`config.mk`:
```
export PLATFORM = sky130hd
export DESIGN_NAME = cordic_feed
export DESIGN_NICKNAME = d
export VERILOG_FILES = /design/src/rtl/cordic_pkg.sv /design/src/rtl/cordic_credit_counter.sv /design/src/rtl/cordic_feed.sv
export SDC_FILE = /design/constraint.sdc
export NUM_CORES = 1
export LEC_CHECK = 0
export ABC_AREA = 1
export BUFFER_PORTS_ARGS = -buffer_cell sky130_fd_sc_hd__buf_2
export CAP_MARGIN = 20
export CORE_UTILIZATION = 55
export DETAILED_ROUTE_END_ITERATION = 8
export GPL_ROUTABILITY_DRIVEN = 0
export HOLD_SLACK_MARGIN = 0.12
export PLACE_DENSITY = 0.86
export RECOVER_POWER = 100
export SLEW_MARGIN = 20
export SYNTH_ARGS = -nofsm -noshare
export SYNTH_HDL_FRONTEND = slang
export SYNTH_SLANG_ARGS = --single-unit
```
`constraint.sdc`:
```
create_clock -name clock -period 5.4 [get_ports clock]
set_input_delay 1.08 -clock clock [delete_from_list [all_inputs] [get_ports clock]]
set_output_delay 1.08 -clock clock [all_outputs]
set_load 0.02 [all_outputs]
```
`src/rtl/cordic_pkg.sv`:
```
// Shared CORDIC constants and types for the feed stage and the rotation stage chain.
// Latency: n/a (types, constants and one combinational helper).
// Backpressure: n/a.
// Angles are binary angle units: full circle = 2^16, 0x4000 = pi/2, 0x8000 = -pi.
package cordic_pkg;

    typedef logic [15:0] angle_t;
    typedef logic [15:0] sample_t;

    localparam angle_t ANGLE_HALF_PI   = 16'h4000;
    localparam angle_t ANGLE_PI        = 16'h8000;
    localparam angle_t ANGLE_3HALF_PI  = 16'hC000;

    // 1/1.64676 in Q1.15 (19898), pre-compensates the chain's CORDIC gain.
    localparam sample_t CORDIC_GAIN_INV = 16'h4DBA;

    // atan(2^-i) in binary angle units, one entry per rotation stage.
    localparam angle_t ATAN_TABLE [16] = '{
        16'h2000, 16'h12E4, 16'h09FB, 16'h0511,
        16'h028B, 16'h0146, 16'h00A3, 16'h0051,
        16'h0029, 16'h0014, 16'h000A, 16'h0005,
        16'h0003, 16'h0001, 16'h0001, 16'h0000
    };

    // Angles strictly between pi/2 and 3pi/2 lie outside the convergence
    // range; the boundaries themselves converge and are left alone.
    function automatic logic needs_fold(input angle_t a);
        return (a > ANGLE_HALF_PI) && (a < ANGLE_3HALF_PI);
    endfunction

endpackage

```
`src/rtl/cordic_credit_counter.sv`:
```
// Credit counter bounding samples in flight into a non-stalling pipeline.
// Latency: in_ready follows a take/give by one cycle (registered count only).
// Backpressure: o_ready drops when all credits are consumed; surplus returns set a sticky error.
// Ports: clock, reset_n (async active-low); i_take (accept), i_give (credit return pulse);
//        o_ready (credits available), o_err (sticky over-return).
module cordic_credit_counter #(
    parameter int CREDITS = 16
) (
    input  logic clock,
    input  logic reset_n,
    input  logic i_take,
    input  logic i_give,
    output logic o_ready,
    output logic o_err
);

    localparam logic [7:0] FULL = 8'(CREDITS);

    logic [7:0] r_count;
    logic       r_err;

    always_ff @(posedge clock or negedge reset_n) begin
        if (!reset_n) begin
            r_count <= FULL;
            r_err   <= 1'b0;
        end else begin
            // Simultaneous take and give cancel out.
            if (i_take && !i_give) begin
                if (r_count != 8'd0) begin
                    r_count <= r_count - 8'd1;
                end
            end else if (i_give && !i_take) begin
                if (r_count == FULL) begin
                    r_err <= 1'b1;
                end else begin
                    r_count <= r_count + 8'd1;
                end
            end
        end
    end

    assign o_ready = (r_count != 8'd0);
    assign o_err   = r_err;

endmodule

```
`src/rtl/cordic_feed.sv`:
```
// CORDIC front end: folds the phase into [-pi/2, pi/2] and emits the first-stage k/c/x/y/z vector.
// Latency: sample accepted at edge N appears on valid_out after edge N+2; never stalls.
// Backpressure: in_ready is gated by a credit counter sized to the downstream output FIFO.
// Ports: clock, reset_n (async active-low); in_angle/in_valid/in_ready handshake;
//        credit_return pulse; k/c/x/y/z_out + valid_out to the first stage; credit_err sticky.
// Option: define CORDIC_FEED_DITHER_EN to add LFSR dither (-2..+1) to the angle on accept.
module cordic_feed
    import cordic_pkg::*;
#(
    parameter sample_t AMPLITUDE = CORDIC_GAIN_INV,
    parameter angle_t  C0        = ATAN_TABLE[0],
    parameter int      CREDITS   = 16
) (
    input  logic        clock,
    input  logic        reset_n,
    input  logic [15:0] in_angle,
    input  logic        in_valid,
    output logic        in_ready,
    input  logic        credit_return,
    output logic [15:0] k_out,
    output logic [15:0] c_out,
    output logic [15:0] x_out,
    output logic [15:0] y_out,
    output logic [15:0] z_out,
    output logic        valid_out,
    output logic        credit_err
);

    logic   w_accept;
    angle_t w_angle;

    assign w_accept = in_valid && in_ready;

    cordic_credit_counter #(.CREDITS(CREDITS)) u_credit (
        .clock   (clock),
        .reset_n (reset_n),
        .i_take  (w_accept),
        .i_give  (credit_return),
        .o_ready (in_ready),
        .o_err   (credit_err)
    );

`ifdef CORDIC_FEED_DITHER_EN
    // Fibonacci LFSR x^16+x^14+x^13+x^11+1, stepped once per accepted sample.
    logic [15:0] r_lfsr;
    logic        w_lfsr_fb;

    assign w_lfsr_fb = r_lfsr[0] ^ r_lfsr[2] ^ r_lfsr[3] ^ r_lfsr[5];

    always_ff @(posedge clock or negedge reset_n) begin
        if (!reset_n) begin
            r_lfsr <= 16'hACE1;
        end else if (w_accept) begin
            r_lfsr <= {w_lfsr_fb, r_lfsr[15:1]};
        end
    end

    // Two LSBs taken as a signed 2-bit value, so the dither spans -2..+1.
    assign w_angle = in_angle + {{14{r_lfsr[1]}}, r_lfsr[1:0]};
`else
    assign w_angle = in_angle;
`endif

    // Input capture at the accepting edge.
    logic   r_cap_vld;
    angle_t r_cap_angle;

    // Stage A: angle plus the fold decision.
    logic   r_a_vld;
    logic   r_a_fold;
    angle_t r_a_angle;

    // Stage B: output vector; data only loads with a valid sample and holds otherwise.
    logic    r_b_vld;
    sample_t r_x;
    angle_t  r_z;
    angle_t  r_c;

    always_ff @(posedge clock or negedge reset_n) begin
        if (!reset_n) begin
            r_cap_vld   <= 1'b0;
            r_cap_angle <= '0;
            r_a_vld     <= 1'b0;
            r_a_fold    <= 1'b0;
            r_a_angle   <= '0;
            r_b_vld     <= 1'b0;
            r_x         <= '0;
            r_z         <= '0;
            r_c         <= '0;
        end else begin
            r_cap_vld <= w_accept;
            if (w_accept) begin
                r_cap_angle <= w_angle;
            end

            r_a_vld   <= r_cap_vld;
            r_a_fold  <= needs_fold(r_cap_angle);
            r_a_angle <= r_cap_angle;

            r_b_vld <= r_a_vld;
            if (r_a_vld) begin
                // Rotating by pi flips the sign of the starting vector.
                r_z <= r_a_fold ? (r_a_angle - ANGLE_PI) : r_a_angle;
                r_x <= r_a_fold ? (~AMPLITUDE + 16'd1) : AMPLITUDE;
                r_c <= C0;
            end
        end
    end

    assign valid_out = r_b_vld;
    assign x_out     = r_x;
    assign z_out     = r_z;
    assign c_out     = r_c;
    assign y_out     = 16'h0000;
    assign k_out     = 16'h0000;

endmodule

```
==> reports/qor.csv, run 1 <==
stage,metric,value,unit
status,status,completed,
synthesis,syn_area,3170,µm²
sta,rsz0062_at_grt,no,
pwr,power.density,503,nW/µm²
grt,grt_pass1_wl,9490,µm
synthesis,synth.distinct_cells,34,
job,drv_cap,0,
sta,fin_tns_setup,0,ns
floorplanning,dieWidth,77.9,µm
sta,setup_violations,0,
cells_and_area,drive_gt1_share,11.2,%
setup_path,crit_path_start_kind,register,
drt,drc,0,
floorplanning,coreArea,5540,µm²
grt,grt_pass1_vias,2065,
floorplanning,io_pins,103,
drt,routed_wl,5510,µm
clock_network,tritoncts,done,
drt,drtAntennaViolNets,0,
worst_hold_path,hp-class,reg -> reg,
sta,clock_skew,0.00839,ns
sta,max_slew_margin,49.9,%
placed_design,dpl-instance-area,3210,µm²
synthesis,syn_inst,357,
synthesis,yosysSeqAreaShare,50.6,%
pwr,p_leak,1.87,nW
drt,drt_iter0_drc,173,
setup_path,cp_data_arrival_time,3.42,ns
grt,track_usage,20.6,%
cells_and_area,antennaDiodeCount,0,
setup_path,end_kind,register,
floorplanning,rows,27,
cells_and_area,fin_util,60.5,%
clock_network,cts_buffers,9,
clock_network,clk_latency,0.32,ns
grt,grt_max_degree,65,
synthesis,synth_top_cell_area_share,49.8,%
cells_and_area,syn_to_final_growth,5.85,%
floorplanning,initial_core_util,57.2,%
floorplanning,dieArea,6070,µm²
floorplanning,fp.dieH,77.9,µm
clock_network,clk_path_buf_depth,2,
clock_network,cts.sinks,64,
clock_network,ctsHoldBuffers,0,
drt,wl_per_cell,11.5,µm
placed_design,dpl.hpwl,4000,µm
synthesis,postSynthAreaPerCell,8.87,µm²
setup_path,critPathMaxFanout,19,
sta,fmax,312,MHz
grt,antenna_found_initial,0,
setup_path,crit_required,5.62,ns
grt,grt-ovfl-total,0,
clock_network,cts-root-buf,clkbuf_8,
sta,drv_slew,0,
synthesis,yosysWarnings,0,
sta,finalCriticalPeriod,3.20,ns
clock_network,cts_max_level,3,
synthesis,ys_top_cells_by_area,"dfrtp_1 50%, nand2_1 17%, buf_4 14%",
sta,worstMarginPinSlew,0.751,ns
clock_network,clkTransAtPathRegs,0.07,ns
clock_network,postCtsSetupBuffers,0,
cells_and_area,fin_nets,433,
placed_design,portBuffers,54,
drt,first_pass_iters,5,
drt,via_per_inst,4.58,
synthesis,ys_ff_latch,64,
pwr,max-vdd-ir-drop,242,µV
setup_path,critical_path_class,reg -> reg,
drt,vias,2205,
synthesis,yosys.area.top_type,dfrtp_1,
sta,finalCritPeriodShare,59.3,%
sta,finalHoldViolCount,0,
clock_network,post_cts_resized,0,
cells_and_area,final_area,3350,µm²
-- cell families (layout without fill, tap and decap cells) --
kind of cell / after synthesis / in the layout / share of synthesized area [%]
simple gates: 181 / 181 / 24.0
buf+inv: 90 / 95 / 18.8
flops: 64 / 64 / 50.6
fa+ha+maj: 9 / 9 / 3.79
compound gates: 7 / 7 / 1.26
xor+xnor: 5 / 5 / 1.38
other cells: 1 / 48 / 0.118
-- path summary, 6_finish.rpt --
kind                                     startpoint  depth (start not counted)                   to  slack (ns)
worst min register to register            r_cap_vld                          0              r_a_vld        0.35
worst max register to register  u_credit.r_count[1]                         15  u_credit.r_count[5]        2.20
worst max-delay path            u_credit.r_count[1]                         15  u_credit.r_count[5]        2.20
max in group asynchronous                   reset_n                          2            z_out[13]        4.00
worst min-delay path                      r_cap_vld                          0              r_a_vld        0.35
min in group asynchronous                   reset_n                          2             z_out[1]        0.91
-- where the power goes --
part	switching [mW]	internal [mW]	leakage, nW
clock	0.174	0.270	0.112
sequential	0.0985	0.603	0.779
combinational	0.369	0.171	0.975
total	0.641	1.04	1.87
-- Yosys cell counts (all sizes together) --
cell / count
nor3: 3
o21a: 1
or2: 3
nor4: 1
nand3: 8
and2: 1
clkinv: 1
nand3b: 1
xnor2: 4
a21oi: 3
dfstp: 1
nand4: 1
fa: 1
inv: 23
conb: 1
o21bai: 1
buf: 66
nand2: 150
xor2: 1
nor2: 13
dfrtp: 63
o21ai: 2
ha: 8
-- routing by layer --
layer	global-route usage (%)	vias up	wire length (µm)
met5	0	-	0
met4	8.68	0	63
met3	4.94	6	263
met2	35.2	96	2890
met1	24.7	1030	2300
li1	-	1073	-
-- final cells by class --
cell class	count	area [µm²]
flip-flops and latches	64	1600
clock buffers	10	138
repair buffers	55	234
inverters	24	96.3
fillers	498	2190
multi-input cells	250	1110
well taps	72	90.1
clock inverters	6	82.6
-- flip-flops by register name (all words and copies together), names as in the netlist --
name and cells:
r_a_angle 16, r_cap_angle 16, z_out 16, u_credit.r_count 8, x_out 3, r_a_fold 1
r_a_vld 1, r_cap_vld 1, u_credit.o_err 1, valid_out 1
-- worst max-delay path: stages, from the launching register on --
cell and delay (ns):
dfrtp_1 0.42, nor2_1 0.18, nand2_2 0.06, nor2_1 0.18
clkinvlp_2 0.16, nand2_1 0.50, inv_6 0.16, ha_1 0.37
ha_1 0.37, or2_2 0.31, nand3b_1 0.12, nand2_1 0.06
nand2_1 0.05, nand2_1 0.04, nand2_1 0.05, nand2_1 0.04
-- cell usage in the layout, fill, tap and decap left out, drive strengths merged, types with 4 or more instances in the layout --
cell,n
conb,48
clkbuf,45
nor2,13
xnor2,4
dfrtp,63
buf,20
nand2,150
ha,8
inv,22
nand3,8
clkinv,4
-- through the flow --
stage	instances	setup WS (ns)	power [mW]	hold slack, ns
finish	481	2.20	1.69	0.348
global route	481	1.87	1.81	0.362
CTS	481	2.74	1.73	0.349
detailed placement	465	2.39	1.28	0.335
global placement	465	2.47	1.25	0.334
floorplan	404	2.70	1.18	0.331
Power figures use the tool's default switching activity.
==> inputs of run 2 (changes only) <==
CORE_UTILIZATION = 46   (was 55)
PLACE_DENSITY = 0.76   (was 0.86)
clock period = 2.8 ns   (was 5.4 ns; I/O delays follow)
==> run 2 against run 1 <==
The flow now finishes with violations (design-rule violations, max-capacitance violations, max-slew violations). Non-clock buffer count up 1. Final area down 0.63%. Final cell count up 1.0%. Core utilization down 9.2 points. Flip-flop and latch count unchanged.
==> reports/qor.csv, run 2 (same netlist as run 1, synthesis figures left out) <==
stage,metric,value,unit
sta,clock_skew,0.00455,ns
sta,drv_slew,36,
drt,wl_per_cell,10.7,µm
cells_and_area,drive_gt1_share,10.8,%
clock_network,cts-root-buf,clkbuf_8,
drt,via_per_inst,4.37,
cells_and_area,seq_area,1600,µm²
setup_path,reg2reg_slack,0.24,ns
sta,setup_violations,0,
cells_and_area,multiInputGateArea,1130,µm²
clock_network,clk_latency,0.33,ns
worst_hold_path,min_path_cells,0,
grt,track_usage,15.9,%
setup_path,crit_chain,nor2_2 > nand2_2 > nor2_1 > inv_4 > nand2_8 > inv_6 > ha_2 > ha_1 > or2_2 > nand3_1 > nand2_1 > nand2_1 > nand2_1 > nand2_1 > nand2_1,
setup_path,slowest_stage,dfrtp_1,
grt,grt-ovfl-total,0,
job,drv_cap,1,
placed_design,dpl-instance-area,3230,µm²
floorplanning,initial_core_util,48.8,%
floorplanning,coreArea,6490,µm²
clock_network,clkTransAtPathRegs,0.07,ns
placed_design,portBuffers,54,
setup_path,end_kind,register,
pwr,max-vdd-ir-drop,364,µV
placed_design,pre_cts_ws,0.181,ns
setup_path,cpPeakStageDelay,0.42,ns
grt,antenna_found_initial,0,
pwr,switching_share,39.5,%
setup_path,crit_required,3.02,ns
cells_and_area,num-fill-cells,629,
worst_hold_path,holdCritStartpoint,r_cap_vld,
worst_hold_path,hp-class,reg -> reg,
sta,fmax,390,MHz
floorplanning,fp.dieH,85.0,µm
setup_path,cpMostUsedCell,nand2_1,
cells_and_area,mostFrequentLayoutCell,nand2_1,
pwr,comb_power_share,33.9,%
clock_network,clk_path_buf_depth,2,
setup_path,r2r_start,u_credit.r_count[1],
pwr,power.density,922,nW/µm²
grt,grt_max_degree,36,
clock_network,post_cts_resized,0,
drt,drc,11,
sta,finalCritPeriodShare,91.5,%
pwr,power.total,3.07,mW
cells_and_area,fin_util,51.3,%
sta,finalHoldViolCount,0,
sta,fin_tns_setup,0,ns
clock_network,cts_buffers,9,
drt,vias,2125,
pwr,clock_power_share,22.3,%
cells_and_area,final_area,3330,µm²
grt,grt_pass1_vias,1937,
cells_and_area,mostFrequentLayoutCells,"147 x nand2_1, 63 x dfrtp_1, 48 x conb_1, 38 x clkbuf_1, 21 x inv_1",
clock_network,ctsHoldBuffers,0,
cells_and_area,antennaDiodeCount,0,
drt,drtAntennaViolNets,0,
placed_design,dpl.hpwl,3860,µm
status,violations,"design-rule violations, max-capacitance violations, max-slew violations",
worst_hold_path,hold_path_end,r_a_vld,
setup_path,crit_path_start_kind,register,
status,status,finished with violations,
sta,worstMarginPinSlew,1.75,ns
drt,first_pass_iters,6,
sta,rsz0062_at_grt,no,
setup_path,cp_data_arrival_time,2.78,ns
floorplanning,dieWidth,85.0,µm
clock_network,cts_max_level,3,
cells_and_area,fin_nets,434,
clock_network,tritoncts,done,
floorplanning,rows,29,
cells_and_area,syn_to_final_growth,5.18,%
grt,grt_pass1_wl,8790,µm
pwr,p_sw,1.21,mW
floorplanning,dieArea,7220,µm²
drt,routed_wl,5210,µm
clock_network,cts.sinks,64,
setup_path,r2r-end,u_credit.r_count[7],
floorplanning,io_pins,103,
setup_path,critical_path_class,reg -> reg,
sta,layout_setup_ws,0.239,ns
pwr,p_leak,1.84,nW
setup_path,r2r_cells,15,
drt,drt_iter0_drc,136,
setup_path,critPathMaxFanout,19,
sta,finalCriticalPeriod,2.56,ns
pwr,intPower,1.86,mW
sta,max_slew_margin,-16.3,%
clock_network,postCtsSetupBuffers,0,
pwr,power_frac_seq,43.8,%
## run 2: metrics by stage
step                instances  hold slack, ns
floorplan                 404           0.264
global placement          471           0.333
detailed placement        471           0.335
CTS                       486           0.294
global route              486           0.378
finish                    486           0.354
## run 2: metal layers
layer | track usage, % | vias up | part of all wire [%]
met2 | 25.4 | 82 | 50
met4 | 6.93 | 0 | 1.5
met5 | 0 | - | 0
li1 | - | 1070 | -
met3 | 4.96 | 6 | 6.2
met1 | 19.9 | 967 | 43
## run 2: worst max-delay path by stage
| stage | endpoint | startpoint | cells after the start | slack, ns |
|---|---|---|---|---|
| final | u_credit.r_count[7] | u_credit.r_count[1] | 15 | 0.24 |
| after detailed placement | u_credit.r_count[7] | u_credit.r_count[4] | 15 | 0.18 |
| after floorplan | u_credit.r_count[7] | u_credit.r_count[4] | 16 | 0.35 |
| after global placement | u_credit.r_count[7] | u_credit.r_count[4] | 15 | 0.29 |
| after global routing | u_credit.r_count[7] | u_credit.r_count[2] | 16 | 0.05 |
| after CTS | u_credit.r_count[7] | u_credit.r_count[4] | 15 | 0.16 |
## run 2: worst max-delay path: cells and delay by family (launching register included)
kind	cells	cell delay [ns]
buffers and inverters	2	0.17
flip-flops	1	0.42
adder cells (fa/ha/maj)	2	0.60
AND/OR/NAND/NOR	11	1.26
## run 2: power by group through the flow
stage | registers, mW | logic, mW | clock network (mW)
6_report | 1.35 | 1.04 | 0.685
5_1_grt | 1.38 | 1.17 | 0.754
4_1_cts | 1.34 | 1.10 | 0.706
3_5_place_dp | 1.36 | 1.10 | 0
3_3_place_gp | 1.35 | 1.07 | 0
2_1_floorplan | 1.42 | 0.854 | 0
## run 2: cell type report
type	count	area share (%)
Clock buffer	12	4.66
Clock inverter	3	0.526
Inverter	24	2.93
Multi-Input combinational cell	250	33.8
Sequential cell	64	48.1
Tap cell	77	2.89
Timing Repair Buffer	56	7.02
